[src/rtl/lcd_capture_pkg.sv]
// Shared constants, capture state encoding and byte-packing helpers for the LCD capture block.
package lcd_capture_pkg;

  localparam logic [7:0] LCD_W              = 8'd160;
  localparam logic [7:0] LCD_H              = 8'd144;
  localparam logic [7:0] LCD_BYTES_PER_LINE = 8'd40;

  typedef enum logic [1:0] {
    StWaitVsync = 2'd0,
    StActive    = 2'd1,
    StDrop      = 2'd2
  } cap_state_e;

  // y*40 as two shifts; 13 bits holds 143*40 without truncation.
  function automatic logic [12:0] line_base(input logic [7:0] y);
    return ({5'd0, y} << 5) + ({5'd0, y} << 3);
  endfunction

  // Left-justify the last n pixels of the pack register, padding with shade 0.
  function automatic logic [7:0] pad_byte(input logic [7:0] pack, input logic [1:0] n);
    logic [7:0] res;
    case (n)
      2'd1:    res = {pack[1:0], 6'd0};
      2'd2:    res = {pack[3:0], 4'd0};
      2'd3:    res = {pack[5:0], 2'd0};
      default: res = pack;
    endcase
    return res;
  endfunction

endpackage

[src/rtl/rise_detect.sv]
// Rising-edge detector: registers the previous level so pulse- and level-style markers both work.
module rise_detect (
  input  logic clk,
  input  logic rst,
  input  logic level_i,
  output logic rise_o
);

  logic prev_q;

  always_ff @(posedge clk) begin
    if (!rst) begin
      prev_q <= 1'b0;
    end else begin
      prev_q <= level_i;
    end
  end

  assign rise_o = level_i & ~prev_q;

endmodule

[src/rtl/lcd_capture.sv]
// Captures a 160x144 DMG pixel stream into a double-buffered 2bpp framebuffer.
module lcd_capture
  import lcd_capture_pkg::*;
(
  input  logic        clk,
  input  logic        rst,
  input  logic        lcd_vsync,
  input  logic        lcd_hsync,
  input  logic        lcd_pixel,
  input  logic [1:0]  lcd_color,
  input  logic        err_clr,
  output logic [13:0] fb_addr,
  output logic [7:0]  fb_data,
  output logic        fb_we,
  output logic        fb_bank,
  output logic        frame_done,
  output logic        err_overrun,
  output logic        err_frame
);

  logic vs_rise, hs_rise;

  rise_detect u_vs_rise (
    .clk     (clk),
    .rst     (rst),
    .level_i (lcd_vsync),
    .rise_o  (vs_rise)
  );

  rise_detect u_hs_rise (
    .clk     (clk),
    .rst     (rst),
    .level_i (lcd_hsync),
    .rise_o  (hs_rise)
  );

  cap_state_e  state_q, state_d, state_eff;
  logic [7:0]  x_q, x_d, x_eff;
  logic [7:0]  y_q, y_d;
  logic [7:0]  pack_q, pack_d, pack_eff;
  logic        wbank_q, wbank_d;
  logic        fb_bank_q, fb_bank_d;
  logic        we_q, we_d;
  logic [13:0] addr_q, addr_d;
  logic [7:0]  data_q, data_d;
  logic        done_q, done_d;
  logic        ovr_q, ovr_d, ovr_set;
  logic        frm_q, frm_d, frm_set;

  always_comb begin
    state_d   = state_q;
    x_d       = x_q;
    y_d       = y_q;
    pack_d    = pack_q;
    wbank_d   = wbank_q;
    fb_bank_d = fb_bank_q;
    we_d      = 1'b0;
    addr_d    = addr_q;
    data_d    = data_q;
    done_d    = 1'b0;
    ovr_set   = 1'b0;
    frm_set   = 1'b0;
    state_eff = state_q;
    x_eff     = x_q;
    pack_eff  = pack_q;

    if (vs_rise) begin
      // Vsync overrides everything else in this cycle, including a coincident pixel.
      frm_set = (state_q != StWaitVsync);
      state_d = StActive;
      x_d     = 8'd0;
      y_d     = 8'd0;
      pack_d  = 8'd0;
    end else if (state_q != StWaitVsync) begin
      if (lcd_pixel && state_q == StActive) begin
        if (x_q == LCD_W) begin
          ovr_set   = 1'b1;
          state_eff = StDrop;
        end else begin
          pack_eff = {pack_q[5:0], lcd_color};
          x_eff    = x_q + 8'd1;
          if (x_q[1:0] == 2'd3) begin
            we_d   = 1'b1;
            data_d = pack_eff;
            addr_d = {wbank_q, line_base(y_q) + {7'd0, x_q[7:2]}};
          end
        end
      end
      state_d = state_eff;
      x_d     = x_eff;
      pack_d  = pack_eff;

      // Hsync sees the line including any pixel from this same cycle.
      if (hs_rise) begin
        if (x_eff != 8'd0 && x_eff < LCD_W && x_eff[1:0] != 2'd0) begin
          we_d   = 1'b1;
          data_d = pad_byte(pack_eff, x_eff[1:0]);
          addr_d = {wbank_q, line_base(y_q) + {7'd0, x_eff[7:2]}};
        end
        x_d     = 8'd0;
        state_d = StActive;
        if (y_q == LCD_H - 8'd1) begin
          y_d       = 8'd0;
          fb_bank_d = wbank_q;
          wbank_d   = ~wbank_q;
          done_d    = 1'b1;
          state_d   = StWaitVsync;
        end else begin
          y_d = y_q + 8'd1;
        end
      end
    end

    ovr_d = ovr_set | (ovr_q & ~err_clr);
    frm_d = frm_set | (frm_q & ~err_clr);
  end

  always_ff @(posedge clk) begin
    if (!rst) begin
      state_q   <= StWaitVsync;
      x_q       <= 8'd0;
      y_q       <= 8'd0;
      pack_q    <= 8'd0;
      wbank_q   <= 1'b0;
      fb_bank_q <= 1'b1;
      we_q      <= 1'b0;
      addr_q    <= 14'd0;
      data_q    <= 8'd0;
      done_q    <= 1'b0;
      ovr_q     <= 1'b0;
      frm_q     <= 1'b0;
    end else begin
      state_q   <= state_d;
      x_q       <= x_d;
      y_q       <= y_d;
      pack_q    <= pack_d;
      wbank_q   <= wbank_d;
      fb_bank_q <= fb_bank_d;
      we_q      <= we_d;
      addr_q    <= addr_d;
      data_q    <= data_d;
      done_q    <= done_d;
      ovr_q     <= ovr_d;
      frm_q     <= frm_d;
    end
  end

  assign fb_addr     = addr_q;
  assign fb_data     = data_q;
  assign fb_we       = we_q;
  assign fb_bank     = fb_bank_q;
  assign frame_done  = done_q;
  assign err_overrun = ovr_q;
  assign err_frame   = frm_q;

endmodule

[config.mk]
export PLATFORM = sky130hd
export DESIGN_NAME = lcd_capture
export DESIGN_NICKNAME = d
export VERILOG_FILES = /design/src/rtl/lcd_capture_pkg.sv /design/src/rtl/rise_detect.sv /design/src/rtl/lcd_capture.sv
export SDC_FILE = /design/constraint.sdc
export NUM_CORES = 1
export LEC_CHECK = 0
export CORE_UTILIZATION = 57
export CTS_CLUSTER_DIAMETER = 200
export DETAILED_ROUTE_END_ITERATION = 8
export GPL_TIMING_DRIVEN = 0
export MAX_ROUTING_LAYER = met4
export PLACE_DENSITY = 0.8
export SLEW_MARGIN = 5
export SYNTH_ARGS = -nofsm -noshare
export SYNTH_HDL_FRONTEND = slang
export SYNTH_SLANG_ARGS = --single-unit
[constraint.sdc]
create_clock -name clk -period 3.8 [get_ports clk]
set_input_delay 0.76 -clock clk [delete_from_list [all_inputs] [get_ports clk]]
set_output_delay 0.76 -clock clk [all_outputs]
set_load 0.005 [all_outputs]
### Word level (Yosys, flattened, before mapping)

Index checks and enable logic that the tools add are counted.

* input port bits: 8
* output and inout bits: 27
* bits in registers: 56
* logic and storage cells: 97

* bitwise logic cells: 14
* add/sub/neg operators: 5
* muxes and demuxes: 36
* magnitude comparators: 1
* equality and inequality tests: 7
* reduce and logical (&&, ||, !) cells: 19

Operators by type and width (count)
* 8-bit 2-to-1 mux: 13
* 14-bit 2-to-1 mux: 5
* 13-bit by 6-bit adder with 13-bit output: 2
* 8-bit one-hot mux with 3 select lines: 1
* 8-bit by 1-bit adder with 8-bit output (second input constant): 2
* 8-bit equality test (second input constant): 2
* 1-bit 2-to-1 mux: 14
* 13-bit by 11-bit adder with 13-bit output: 1
* 2-bit nonzero test: 5
* 8-bit less-than comparator (second input constant): 1
* 1-bit inverter: 8
* 8-bit nonzero test: 1
* 2-bit equality test (second input constant): 3
* 2-bit 2-to-1 mux: 3
* 3-bit AND reduction: 2
* 3-bit nonzero test: 2
* 1-bit bitwise AND: 4
* 2-bit by 1-bit equality test with 1-bit output (second input constant): 2
* 2-bit AND reduction: 2
* 4-bit AND reduction: 1
* 4-bit OR reduction: 1
* 1-bit logical AND: 3
* 3-bit OR reduction: 1
* 1-bit bitwise OR: 2
* 2-bit OR reduction: 1

### Logic depth before layout (Yosys ltp)

* depth after elaboration: 10
* depth in mapped cells: 14
* mapped depth without buffers: 13

### Cells and area by module

Synthesis repeated with hierarchy kept, for this count alone.

* cell total of the unflattened synthesis: 459
* area, all modules: 3619.7 µm²

By module, submodules not included
* lcd_capture: times used 1, cells an instance 453, sequential area each 1041.0 µm², area each 3539.6 µm²
* rise_detect: times used 2, cells an instance 3, sequential area each 20.0 µm², area each 40.0 µm²

### Worst setup path before layout

OpenSTA, ideal clock, no wires.

* kind: in2reg
* from: input port lcd_pixel
* to: register addr_q[10], in the netlist fb_addr[10]
* required time: 3.681 ns
* path buffers: 1
* arrival time: 2.973 ns
* library setup time: 0.119 ns
* stages on the path: 14
* path slack: 0.708 ns
* cells stage by stage: and3b_1 -> buf_2 -> nand2_1 -> nor2_1 -> and3_1 -> xnor2_1 -> ha_1 -> a21o_1 -> a21oi_1 -> nor2_1 -> and3_1 -> xnor2_1 -> o21ai_1 -> o221a_1

* word-level cells in the longest chain between the ends: 9
* elaborated cells on any way between the ends: 13
* those cells by class: 1 x add/sub; 1 x order compare; 6 x mux; 5 x reduce/logical

Ends and longest elaborated chain
* from (decl): RTL line lcd_capture.sv:9 `input logic lcd_pixel,`
* 1-bit logical AND *: RTL line lcd_capture.sv:75 `if (lcd_pixel && state_q == StActive) begin`
* branches (longest 7 deep; another with 13-bit by 6-bit adder with 13-bit output)
* 14-bit 2-to-1 mux *: RTL line lcd_capture.sv:94 `if (hs_rise) begin`
* to (signal assigned): RTL line lcd_capture.sv:140 `addr_q <= addr_d;`
* to (decl): RTL line lcd_capture.sv:44 `logic [13:0] addr_q, addr_d;`

Every way passes the cells marked *. The select of a mux whose other input is x is not followed.
A chain may end at the register's enable or synchronous reset.

### Final worst setup path

Same ends and word-level chain as after synthesis.

==> results.yml <==
power_and_ir_drop:
  fin_total_pwr_w: 0.00101
  power_frac_comb: 0.094
  p_leak_nw: 1.44
  seqPwrFrac: 0.574
  p_sw_frac: 0.252
  ir_worst_vdd_uv: 206
  p_per_area_mw_per_mm2: 258
  p_int_w: 0.000754
  p_sw_w: 0.000254
  p_clk_frac: 0.332
floorplanning:
  rows: 27
  top_level_ports: 35
  die_area_mm2: 0.00627
  initial_core_util: 0.605
  die_w_um: 79.2
  die_y_um: 79.2
  core_area_mm2: 0.00561
worst_setup_path:
  critPathLaunchType: "input pin"
  crit_required_ps: 4010
  crit_fanout: 7
  cp.arrival_ps: 3810
  worstSetupEndpointType: "flip-flop"
  crit_type: "in -> reg"
place:
  pre_cts_slack_ps: -144
  hpwl_um: 6630
  portBuffers: 33
  place.gp.congestion: 0.906
synthesis:
  synth_edf_count: 0
  synth_area_mm2: 0.00339
  ys_seq_area_frac: 0.319
  syn_avg_cell_area_um2: 8.06
  synth_compound_area_frac: 0.226
  synthArstFlopShare: 0
  syn_nets: 447
  synthAdderAreaFrac: 0.0730
  synth-simple-area-share: 0.238
  syn_inst: 421
  synth_cell_types: 57
  yosys_warnings: 0
  synth_xor_area_frac: 0.0800
  ys.flop_type: "dfxtp_1"
  muxShareOfSynthArea: 0.0151
  synth_top_family_by_area: "simple AND/OR/NAND/NOR gates"
  yosys_register_bits: 54
layout:
  num_antenna_cells: 0
  final_cell_mix: "dfxtp_1 (54), nor2_1 (49), nand2_1 (39)"
  final_common_cell: "dfxtp_1"
  syn_to_final_growth_pct: 15.3
  fillers: 486
  nets: 487
  multi_input_comb_area_mm2: 0.00215
  fin_util: 0.697
  drive_gt1_frac: 0.0693
  ff_latch_area_mm2: 0.00108
global_routing:
  antenna_found_initial: 0
  grt_max_degree: 17
  grt_pass1_wl_um: 14300
  grt_pass1_vias: 2954
  grt-ovfl-total: 0
  grt_use_total: 0.301
clock_tree:
  cts_tree: "yes"
  numCtsBuffers: 5
  htreeDepth: 2
  clockRootBuffer: "clkbuf_8"
  clkLatencyLatePin_ps: 310
  cts.reportedPaths.clkPinSlew_ps: 90
  cts_buffer_depth: 2
  cts_sinks: 54
timing:
  slew_headroom: 0.596
  max_freq_ghz: 0.277
  fin_setup_tns_ps: 0
  layout_setup_ws_ps: 193
  rsz0062_at_grt: "false"
  fin_crit_sh: 0.949
  fin_worst_skew_ps: 3.17
  max_slew.worst_pin.slew_ps: 590
  hold-worst-slack_ps: 492
  fin_crit_ps: 3610
  timing.final.hold_violations: 0
  setup_viol: 0
  drv_slew: 0
worst_hold_path:
  hold_class: "reg -> reg"
run:
  drv_cap: 0
routing:
  first_pass_iters: 5
  wl_um: 8730
  first_iter_violations: 252
  antenna_left: 0
  drc_errors: 0
  vias: 3291
  wl_per_cell_um: 16.3
  vias_per_cell: 6.16
run_status:
  status: "complete, no violations"
[metrics by stage]
step / cell area [µm²] / instances
3_3_place_gp: 3810 / 526
3_5_place_dp: 3810 / 526
5_1_grt: 3910 / 534
2_1_floorplan: 3390 / 421
4_1_cts: 3910 / 534
6_report: 3910 / 534
[metal layers]
metal | GRT usage | up-vias | share of wire
li1 | - | 1590 | -
met1 | 0.392 | 1540 | 0.46
met2 | 0.454 | 142 | 0.44
met3 | 0.0667 | 19 | 0.080
met4 | 0.115 | 0 | 0.019
met5 | - | - | 0
[critical path, stage by stage]
cell	delay [ps]
clkdlybuf4s50_1	500
and3b_1	150
buf_2	170
nand2_1	160
nor2_2	180
and3_1	240
xnor2_1	190
ha_1	280
a21o_1	170
a21oi_1	220
nor2_1	100
and3_1	220
xnor2_1	160
o21ai_1	80
o221a_1	230
[kinds of logic after synthesis]
family          after synthesis
flops                        54
compound gates              122
simple gates                161
mux                           5
xor+xnor                     31
buf+inv                      30
fa+ha+maj                    18
[cells in the mapped netlist (5+ instances only)]
library cell	instances	area (µm²)
ha_1	15	188
nand3_1	21	105
and3_1	8	50.1
nor3_1	9	45.0
xnor2_1	15	131
o21ai_1	16	80.1
nand2_1	39	146
dfxtp_1	54	1080
xor2_1	16	140
o21ai_0	24	120
nor2b_1	5	31.3
clkbuf_1	11	41.3
nor2_1	50	188
a22oi_1	5	37.5
a21oi_1	35	175
and2_1	5	31.3
buf_6	6	67.6
inv_1	8	30.0
a211oi_1	6	45.0
a31oi_1	6	37.5
[power groups by stage]
stage	sequential [W]	clock, W	combinational [W]
2_1_floorplan	0.000591	0	0.0000570
3_3_place_gp	0.000591	0	0.0000919
3_5_place_dp	0.000592	0	0.0000927
4_1_cts	0.000579	0.000342	0.0000934
5_1_grt	0.000580	0.000363	0.000103
6_report	0.000579	0.000335	0.0000945
[what timing repair did]
item | 4_1_cts | 5_1_grt
setup endpoints to repair | 0 | 2
setup buffers | 0 | 0
gates resized for setup | 0 | 1
hold buffers | 0 | 0
[sequential cells by signal, summed over array words and instances (netlist names)]
name	cells
fb_addr	14
fb_data	8
x_q	8
y_q	8
pack_q	6
state_q	2
err_frame	1
err_overrun	1
fb_bank	1
fb_we	1
frame_done	1
u_hs_rise.prev_q	1
u_vs_rise.prev_q	1
wbank_q	1
[area by class of cell]
type,count,share of cell area
Sequential cell,54,0.276
Multi-Input combinational cell,337,0.549
Timing Repair Buffer,33,0.0845
Clock buffer,6,0.0211
Inverter,8,0.00768
Clock inverter,2,0.00320
Buffer,22,0.0355
Tap cell,72,0.0230
[final timing paths]
path              slack, ps                  from                       end  depth (start not counted)
hold reg to reg         490  fb_bank$_SDFFE_PN1P_      fb_bank$_SDFFE_PN1P_                          2
setup / recovery        190             lcd_pixel  fb_addr[10]$_SDFFE_PN0P_                         15
setup reg to reg        640   x_q[1]$_SDFFE_PP0N_  fb_addr[10]$_SDFFE_PN0P_                         13
hold / removal          490  fb_bank$_SDFFE_PN1P_      fb_bank$_SDFFE_PN1P_                          2
Power figures use the tool's default switching activity.
